===== config.mk =====
export PLATFORM = sky130hd
export DESIGN_NAME = adder_mp_sequencer
export DESIGN_NICKNAME = d
export VERILOG_FILES = /design/src/rtl/adder_mp_sequencer.sv
export SDC_FILE = /design/constraint.sdc
export NUM_CORES = 1
export LEC_CHECK = 0
export BUFFER_PORTS_ARGS = -buffer_cell sky130_fd_sc_hd__buf_2
export CELL_PAD_IN_SITES_DETAIL_PLACEMENT = 2
export CELL_PAD_IN_SITES_GLOBAL_PLACEMENT = 2
export CORE_MARGIN = 8
export CORE_UTILIZATION = 41
export CTS_BUF_LIST = sky130_fd_sc_hd__clkbuf_2
export DETAILED_ROUTE_END_ITERATION = 8
export PLACE_DENSITY = 0.95
export SETUP_SLACK_MARGIN = 0.2
export SLEW_MARGIN = 20
export SYNTH_ARGS = -nofsm -noshare
export SYNTH_HDL_FRONTEND = slang
export SYNTH_SLANG_ARGS = --single-unit
export TNS_END_PERCENT = 5

===== constraint.sdc =====
create_clock -name i_clk -period 6.19 [get_ports i_clk]
set_input_delay 0.9285 -clock i_clk [delete_from_list [all_inputs] [get_ports i_clk]]
set_output_delay 0.9285 -clock i_clk [all_outputs]
set_load 0.01 [all_outputs]

===== src/rtl/adder_mp_sequencer.sv =====
// Multi-precision adder: one WIDTH-bit adder stepped over NUM_CHUNKS chunks.
// Optional subtract support is enabled by defining ADDER_SEQ_SUB_EN.
module Adder_Nbits #(
  parameter int N = 16
) (
  input  logic [N-1:0] i_A,
  input  logic [N-1:0] i_B,
  input  logic         i_Cin,
  output logic [N-1:0] o_Sum,
  output logic         o_Cout
);

  assign {o_Cout, o_Sum} = {1'b0, i_A} + {1'b0, i_B} + {{N{1'b0}}, i_Cin};

endmodule

module adder_mp_sequencer #(
  parameter int WIDTH      = 16,
  parameter int NUM_CHUNKS = 4
) (
  input  logic                        i_clk,
  input  logic                        i_rst_n,
  input  logic                        i_valid,
  output logic                        o_ready,
  input  logic [WIDTH*NUM_CHUNKS-1:0] i_A,
  input  logic [WIDTH*NUM_CHUNKS-1:0] i_B,
  input  logic                        i_Cin,
`ifdef ADDER_SEQ_SUB_EN
  input  logic                        i_sub,
`endif
  output logic                        o_valid,
  input  logic                        i_ready,
  output logic [WIDTH*NUM_CHUNKS-1:0] o_Sum,
  output logic                        o_Cout,
  output logic                        o_busy
);

  localparam int W  = WIDTH * NUM_CHUNKS;
  localparam int CW = (NUM_CHUNKS > 1) ? $clog2(NUM_CHUNKS) : 1;
  localparam logic [CW-1:0] LAST = CW'(NUM_CHUNKS - 1);

  typedef enum logic [1:0] {
    S_IDLE,
    S_RUN,
    S_DONE
  } state_e;

  state_e          state_q, state_d;
  logic [CW-1:0]   cnt_q, cnt_d;
  logic            carry_q, carry_d;
  logic [W-1:0]    a_q, a_d;
  logic [W-1:0]    b_q, b_d;
  logic [W-1:0]    sum_q, sum_d;
  logic            cout_q, cout_d;
  logic [WIDTH-1:0] a_chunk;
  logic [WIDTH-1:0] b_chunk;
  logic [WIDTH-1:0] add_sum;
  logic            add_cout;
  int              base;

`ifdef ADDER_SEQ_SUB_EN
  logic sub_q, sub_d;
`endif

  assign base    = int'(cnt_q) * WIDTH;
  assign a_chunk = a_q[base +: WIDTH];

  // Subtraction is A + ~B + 1; the +1 comes from the preloaded carry.
`ifdef ADDER_SEQ_SUB_EN
  assign b_chunk = sub_q ? ~b_q[base +: WIDTH] : b_q[base +: WIDTH];
`else
  assign b_chunk = b_q[base +: WIDTH];
`endif

  Adder_Nbits #(
    .N(WIDTH)
  ) u_add (
    .i_A   (a_chunk),
    .i_B   (b_chunk),
    .i_Cin (carry_q),
    .o_Sum (add_sum),
    .o_Cout(add_cout)
  );

  always_comb begin
    state_d = state_q;
    cnt_d   = cnt_q;
    carry_d = carry_q;
    a_d     = a_q;
    b_d     = b_q;
    sum_d   = sum_q;
    cout_d  = cout_q;
`ifdef ADDER_SEQ_SUB_EN
    sub_d   = sub_q;
`endif
    unique case (state_q)
      S_IDLE: begin
        if (i_valid) begin
          a_d     = i_A;
          b_d     = i_B;
          cnt_d   = '0;
`ifdef ADDER_SEQ_SUB_EN
          sub_d   = i_sub;
          carry_d = i_sub ? 1'b1 : i_Cin;
`else
          carry_d = i_Cin;
`endif
          state_d = S_RUN;
        end
      end
      S_RUN: begin
        sum_d[base +: WIDTH] = add_sum;
        carry_d = add_cout;
        cnt_d   = cnt_q + 1'b1;
        if (cnt_q == LAST) begin
          cout_d  = add_cout;
          state_d = S_DONE;
        end
      end
      S_DONE: begin
        if (i_ready) state_d = S_IDLE;
      end
      default: state_d = S_IDLE;
    endcase
  end

  always_ff @(posedge i_clk or negedge i_rst_n) begin
    if (!i_rst_n) begin
      state_q <= S_IDLE;
      cnt_q   <= '0;
      carry_q <= 1'b0;
      a_q     <= '0;
      b_q     <= '0;
      sum_q   <= '0;
      cout_q  <= 1'b0;
`ifdef ADDER_SEQ_SUB_EN
      sub_q   <= 1'b0;
`endif
    end else begin
      state_q <= state_d;
      cnt_q   <= cnt_d;
      carry_q <= carry_d;
      a_q     <= a_d;
      b_q     <= b_d;
      sum_q   <= sum_d;
      cout_q  <= cout_d;
`ifdef ADDER_SEQ_SUB_EN
      sub_q   <= sub_d;
`endif
    end
  end

  assign o_ready = (state_q == S_IDLE);
  assign o_valid = (state_q == S_DONE);
  assign o_busy  = (state_q != S_IDLE);
  assign o_Sum   = sum_q;
  assign o_Cout  = cout_q;

endmodule


Yosys cells after proc, flatten, opt, wreduce, memory -nomap -nowiden
Index checks and enable logic that the tools add are counted.
{"block": "op_classes", "add_sub_neg": 4, "n_eq_ne": 6, "shift": 4, "muxes": 9, "reduce_logical": 7}
{"operator": "variable part select 64 x 7 -> 16 bit", "n": 2}
{"operator": "bitwise mux 64 bit", "n": 1}
{"operator": "variable shift 16 x 33 -> 64 bit (first input constant)", "n": 1}
{"operator": "variable part select 16 x 33 -> 64 bit", "n": 1}
{"operator": "negation 6 -> 33 bit", "n": 1}
{"operator": "adder 16 x 16 -> 17 bit", "n": 1}
{"operator": "adder 17 x 1 -> 17 bit", "n": 1}
{"operator": "2-to-1 mux 2 bit", "n": 4}
{"operator": "one-hot mux 2 bit (3 select lines)", "n": 1}
{"operator": "AND reduction 2 bit", "n": 3}
{"operator": "equality test 2 bit (second input constant)", "n": 2}
{"operator": "inequality test 2 bit (second input constant)", "n": 2}
{"operator": "one-hot mux 2 bit (2 select lines)", "n": 1}
{"operator": "nonzero test 2 bit", "n": 2}
{"operator": "AND reduction 3 bit", "n": 1}
{"operator": "adder 2 x 1 -> 2 bit (second input constant)", "n": 1}
{"operator": "equality test 2 x 1 -> 1 bit (second input constant)", "n": 1}
{"operator": "zero test 2 bit", "n": 1}
{"operator": "inequality test 2 x 1 -> 1 bit (second input constant)", "n": 1}
{"operator": "one-hot mux 1 bit (2 select lines)", "n": 1}
{"operator": "2-to-1 mux 1 bit", "n": 1}
{"block": "word_totals", "ff_bits": 198, "elab_cells": 37}

Longest topological paths before layout
{"block": "logic_depth", "word_depth": 5, "depth_mapped": 12, "mapped_depth_nobuf": 10}

By module
Synthesis repeated with hierarchy kept, for this count alone.
{"block": "hier_totals", "hier_cells": 667, "hier_area_um2": 9221.3}
{"mod": "adder_mp_sequencer", "instances": 1, "cells_per_inst": 561, "area_per_inst_um2": 8405.6}
{"mod": "Adder_Nbits", "instances": 1, "cells_per_inst": 106, "area_per_inst_um2": 815.8}

Least setup slack after synthesis
No wires, ideal clock.
{"block": "synth_path", "kind": "reg2reg", "from": "reg cnt_q[0]", "to": "reg carry_q", "arrival_time_ns": 3.248, "required_ns": 6.067, "path_slack_ns": 2.819, "stages_incl_launch_ff": 13, "path_buffers": 2, "path_cell_list": "dfrtp_1 -> buf_2 -> buf_2 -> mux4_2 -> fa_1 -> inv_1 -> fa_1 -> nor2b_1 -> o2111ai_1 -> nand3_2 -> a221oi_2 -> o21ai_0 -> o221a_2"}
{"block": "synth_via", "elab_chain_cells": 4}
{"element": "start: declaration", "line_no": "49", "text": "logic [CW-1:0] cnt_q, cnt_d;"}
{"element": "start signal: assignment", "line_no": "141", "text": "cnt_q <= cnt_d;"}
{"element": "variable part select 64 x 7 -> 16 bit (on tied branches)", "line_no": "66, 72"}
{"element": "adder 16 x 16 -> 17 bit (*)", "line_no": "13", "text": "assign {o_Cout, o_Sum} = {1'b0, i_A} + {1'b0, i_B} + {{N{1'b0}}, i_Cin};"}
{"element": "adder 17 x 1 -> 17 bit (*)", "line_no": "13"}
{"element": "one-hot mux 1 bit (2 select lines) (*)", "line_no": "96", "text": "unique case (state_q)"}
{"element": "end signal: assignment", "line_no": "142", "text": "carry_q <= carry_d;"}
{"element": "end: declaration", "line_no": "50", "text": "logic carry_q, carry_d;"}
Mark *: on every way between the ends. The rest lies on a longest branch, timed or not.
A chain may end at the register's enable or synchronous reset.

Worst setup path in the final report
Same ends and word-level chain as after synthesis.

==> impl_metrics.py <==
metrics = {
    "critical_path": {
        "critical_path_sink_type": "register",
        "timing.critical_path.from_type": "register",
        "critical_setup_path_kind": "reg -> reg",
        "critical_path_arrival_ns": 4.56,
        "critical_path.max_fanout": 28,
        "timing.critical_path.required_ns": 6.90,
    },
    "power": {
        "vdd_drop_max_mv": 0.306,
        "sw_power_mw": 3.44,
        "clock_power_share_pct": 8.6,
        "switching_share_pct": 47.3,
        "pwr-share-comb_pct": 58.9,
        "cellInternalPower_mw": 3.83,
        "p_leak_nw": 4.90,
        "seqPwrFrac_pct": 32.5,
        "powerDensity_mw_per_mm2": 701,
        "power.total_mw": 7.27,
    },
    "clocking": {
        "cts_max_path_buffers": 2,
        "clkSlewWorstSetupHoldPaths_ns": 0.29,
        "htreeDepth": 4,
        "cts_tree": "yes",
        "worst_skew_pair.late_latency_ns": 0.79,
        "hold_buffers": 0,
        "total_clock_buffers_created_by_cts": 17,
        "ctsResizeCount": 0,
        "root_buffer": "clkbuf_2",
        "cts.sink_count": 198,
        "post-cts-setup-buffer-count": 0,
    },
    "die": {
        "coreArea_mm2": 0.0216,
        "die_h_um": 163,
        "die_width_um": 163,
        "floorplan.initialDensity_pct": 41.4,
        "die_area_mm2": 0.0267,
        "design.portCount": 201,
        "placementRows": 54,
    },
    "grt": {
        "antenna_found_initial": 7,
        "grt_first_pass_wirelength_um": 43600,
        "first_global_vias": 7133,
        "maximum_number_of_pins_on_one_net_before_global_route_repair": 76,
        "gr-total-overflow": 0,
        "grt_usage_pct": 21.5,
    },
    "sta": {
        "setup_ws_ns": 2.34,
        "skew_ns": 0.0272,
        "finalSetupTns_ns": 0,
        "worst_pin_slew_ns": 1.04,
        "setup_viol": 0,
        "final_max_slew_viol_count": 0,
        "setup_repair_after_global_routing_missed_its_margin": "no",
        "timing.final.crit_period_ns": 3.85,
        "fmax_mhz": 260,
        "hold_violations": 0,
        "slew_headroom_pct": 30.6,
        "final.period_utilization_pct": 62.1,
    },
    "yosys": {
        "synth-main-ff-cell": "dfrtp_1",
        "synth.top_cells.by_area": "dfrtp_1, mux2_2, mux4_2, a22o_1, ha_1",
        "synth_nets": 766,
        "synth_top_cell_by_area": "dfrtp_1",
        "synth_simple_gate_area_share_pct": 3.59,
        "syn_area_per_cell_um2": 14.6,
        "synth_cells": 610,
        "synth_compound_area_share_pct": 8.97,
        "synth.lib_cells_used.distinct": 49,
        "synth_enable_flop_cells": 0,
        "synthArstFlopShare_pct": 100,
        "post_synth_instance_area_mm2": 0.00891,
        "postSynthRegisterBits": 198,
        "seq_area_frac_synth_pct": 55.6,
        "synth_top_cell_area_share_pct": 55.6,
        "synth_xor_xnor_area_share_pct": 1.28,
        "main_combinational_cell_family_by_area_after_synthesis": "multiplexers",
        "synth_mux_area_share_pct": 24.7,
        "synthAdderAreaFrac_pct": 3.40,
        "synthesis.yosys.warnings": 0,
    },
    "detailed_routing": {
        "drt_wl_total_um": 28400,
        "vias": 6159,
        "drcViolationCount": 0,
        "detail_route.vias_per_cell": 5.62,
        "detail_route.first_pass.iterations": 4,
        "drt_iter0_markers": 255,
        "wl_per_cell_um": 25.9,
        "final_antenna_net_count": 0,
    },
    "layout": {
        "finalNonFillerCells": 1096,
        "p_r_area_growth_vs_syn_pct": 16.3,
        "layout_common_cells": "buf_2, dfrtp_1, mux2_2",
        "layout_commonest_cell": "buf_2",
        "fin_area_mm2": 0.0104,
        "fin_nets": 956,
        "final_layout_size_suffix_gt1_share_pct": 50.2,
    },
    "flow_run": {
        "maxCapViolations": 0,
    },
    "placed_design": {
        "gp_routability_congestion": 0.810,
        "port-buffer-count": 200,
        "detailed_placement_wirelength_estimate_um": 21800,
        "dpl-instance-area_mm2": 0.0101,
        "dp_cells": 1061,
        "pre_cts_slack_ns": 2.34,
    },
    "worst_hold_path": {
        "holdCritPathClass": "in -> async",
    },
    "run_status": {
        "run_status": "finished, final reports clean",
    },
}
==> through the flow <==
stage | hold WS [ns] | util, %
3_5_place_dp | 0.485 | 47.0
2_1_floorplan | 0.475 | -
5_1_grt | 0.0438 | 48.1
4_1_cts | 0.0359 | 48.0
3_3_place_gp | 0.458 | 47.0
6_report | 0.0987 | 48.1
==> Yosys cell counts, types with 8 or more instances <==
| cell | instances |
|---|---|
| xnor2_1 | 8 |
| dfrtp_1 | 198 |
| nor2_1 | 12 |
| clkbuf_1 | 10 |
| buf_4 | 13 |
| mux4_2 | 32 |
| mux2_2 | 129 |
| a22o_1 | 53 |
| inv_1 | 9 |
| nand2_1 | 26 |
| buf_2 | 11 |
| o21ai_0 | 17 |
| ha_1 | 21 |
| a21oi_1 | 13 |
==> kinds of logic (layout without fill, tap and decap cells) <==
logic type,count (synthesis),count (layout)
flip-flops,198,198
other,0,3
multiplexers,163,163
AO/OA/AOI/OAI,105,105
buffers and inverters,43,246
adder cells (fa/ha/maj),23,23
XOR/XNOR,13,13
AND/OR/NAND/NOR,65,65
==> layout make-up <==
class | count | area (µm²)
antenna | 3 | 7.51
sequential | 198 | 4960
inverter | 9 | 33.8
clock inverter | 14 | 134
timing repair buffer | 205 | 1050
clock buffer | 18 | 90.1
fill | 2131 | 11200
multi-input combinational | 369 | 3740
tap | 280 | 350
==> worst paths after layout <==
check | start | endpoint | slack, ns | cells past startpoint
max | cnt_q[0]$_DFFE_PN0P_ | carry_q$_DFFE_PN0P_ | 2.34 | 9
min | i_rst_n | o_Sum[16]$_DFFE_PN0P_ | 0.1 | 1
max reg2reg | cnt_q[0]$_DFFE_PN0P_ | carry_q$_DFFE_PN0P_ | 2.34 | 9
min reg2reg | o_Sum[44]$_DFFE_PN0P_ | o_Sum[44]$_DFFE_PN0P_ | 0.54 | 1
max in group asynchronous | i_rst_n | b_q[58]$_DFFE_PN0P_ | 4.80 | 2
min in group i_clk | i_ready | state_q[1]$_DFFE_PN0P_ | 0.30 | 2
==> critical path: stages, from the launching register on <==
cell and delay, ns:
dfrtp_2 0.76, buf_4 0.54, mux4_2 0.59, ha_1 0.34, nor2b_1 0.17, o2111ai_1 0.26, nand3_2 0.20, a221oi_2 0.36
o21ai_0 0.22, o221a_2 0.31
==> layer usage <==
layer / GRT usage (%) / part of all wire, %
met5: 0 / 0.14
met3: 4.91 / 5.9
met4: 6.88 / 2.0
met1: 26.2 / 41
met2: 37.0 / 51
==> flip-flops by register name, indices dropped and copies added, names as in the netlist <==
| signal | flops |
|---|---|
| a_q | 64 |
| o_Sum | 64 |
| cnt_q | 2 |
| carry_q | 1 |
| b_q | 64 |
| o_Cout | 1 |
| state_q | 2 |
==> power groups by stage <==
stage / Combinational, mW / Clock (mW) / Sequential [mW]
3_5_place_dp: 4.27 / 0 / 2.40
2_1_floorplan: 2.95 / 0 / 2.19
4_1_cts: 4.29 / 0.651 / 2.37
5_1_grt: 4.61 / 0.690 / 2.44
3_3_place_gp: 3.99 / 0 / 2.30
6_report: 4.28 / 0.624 / 2.36
Note: power is estimated with default switching activity, not from simulation.
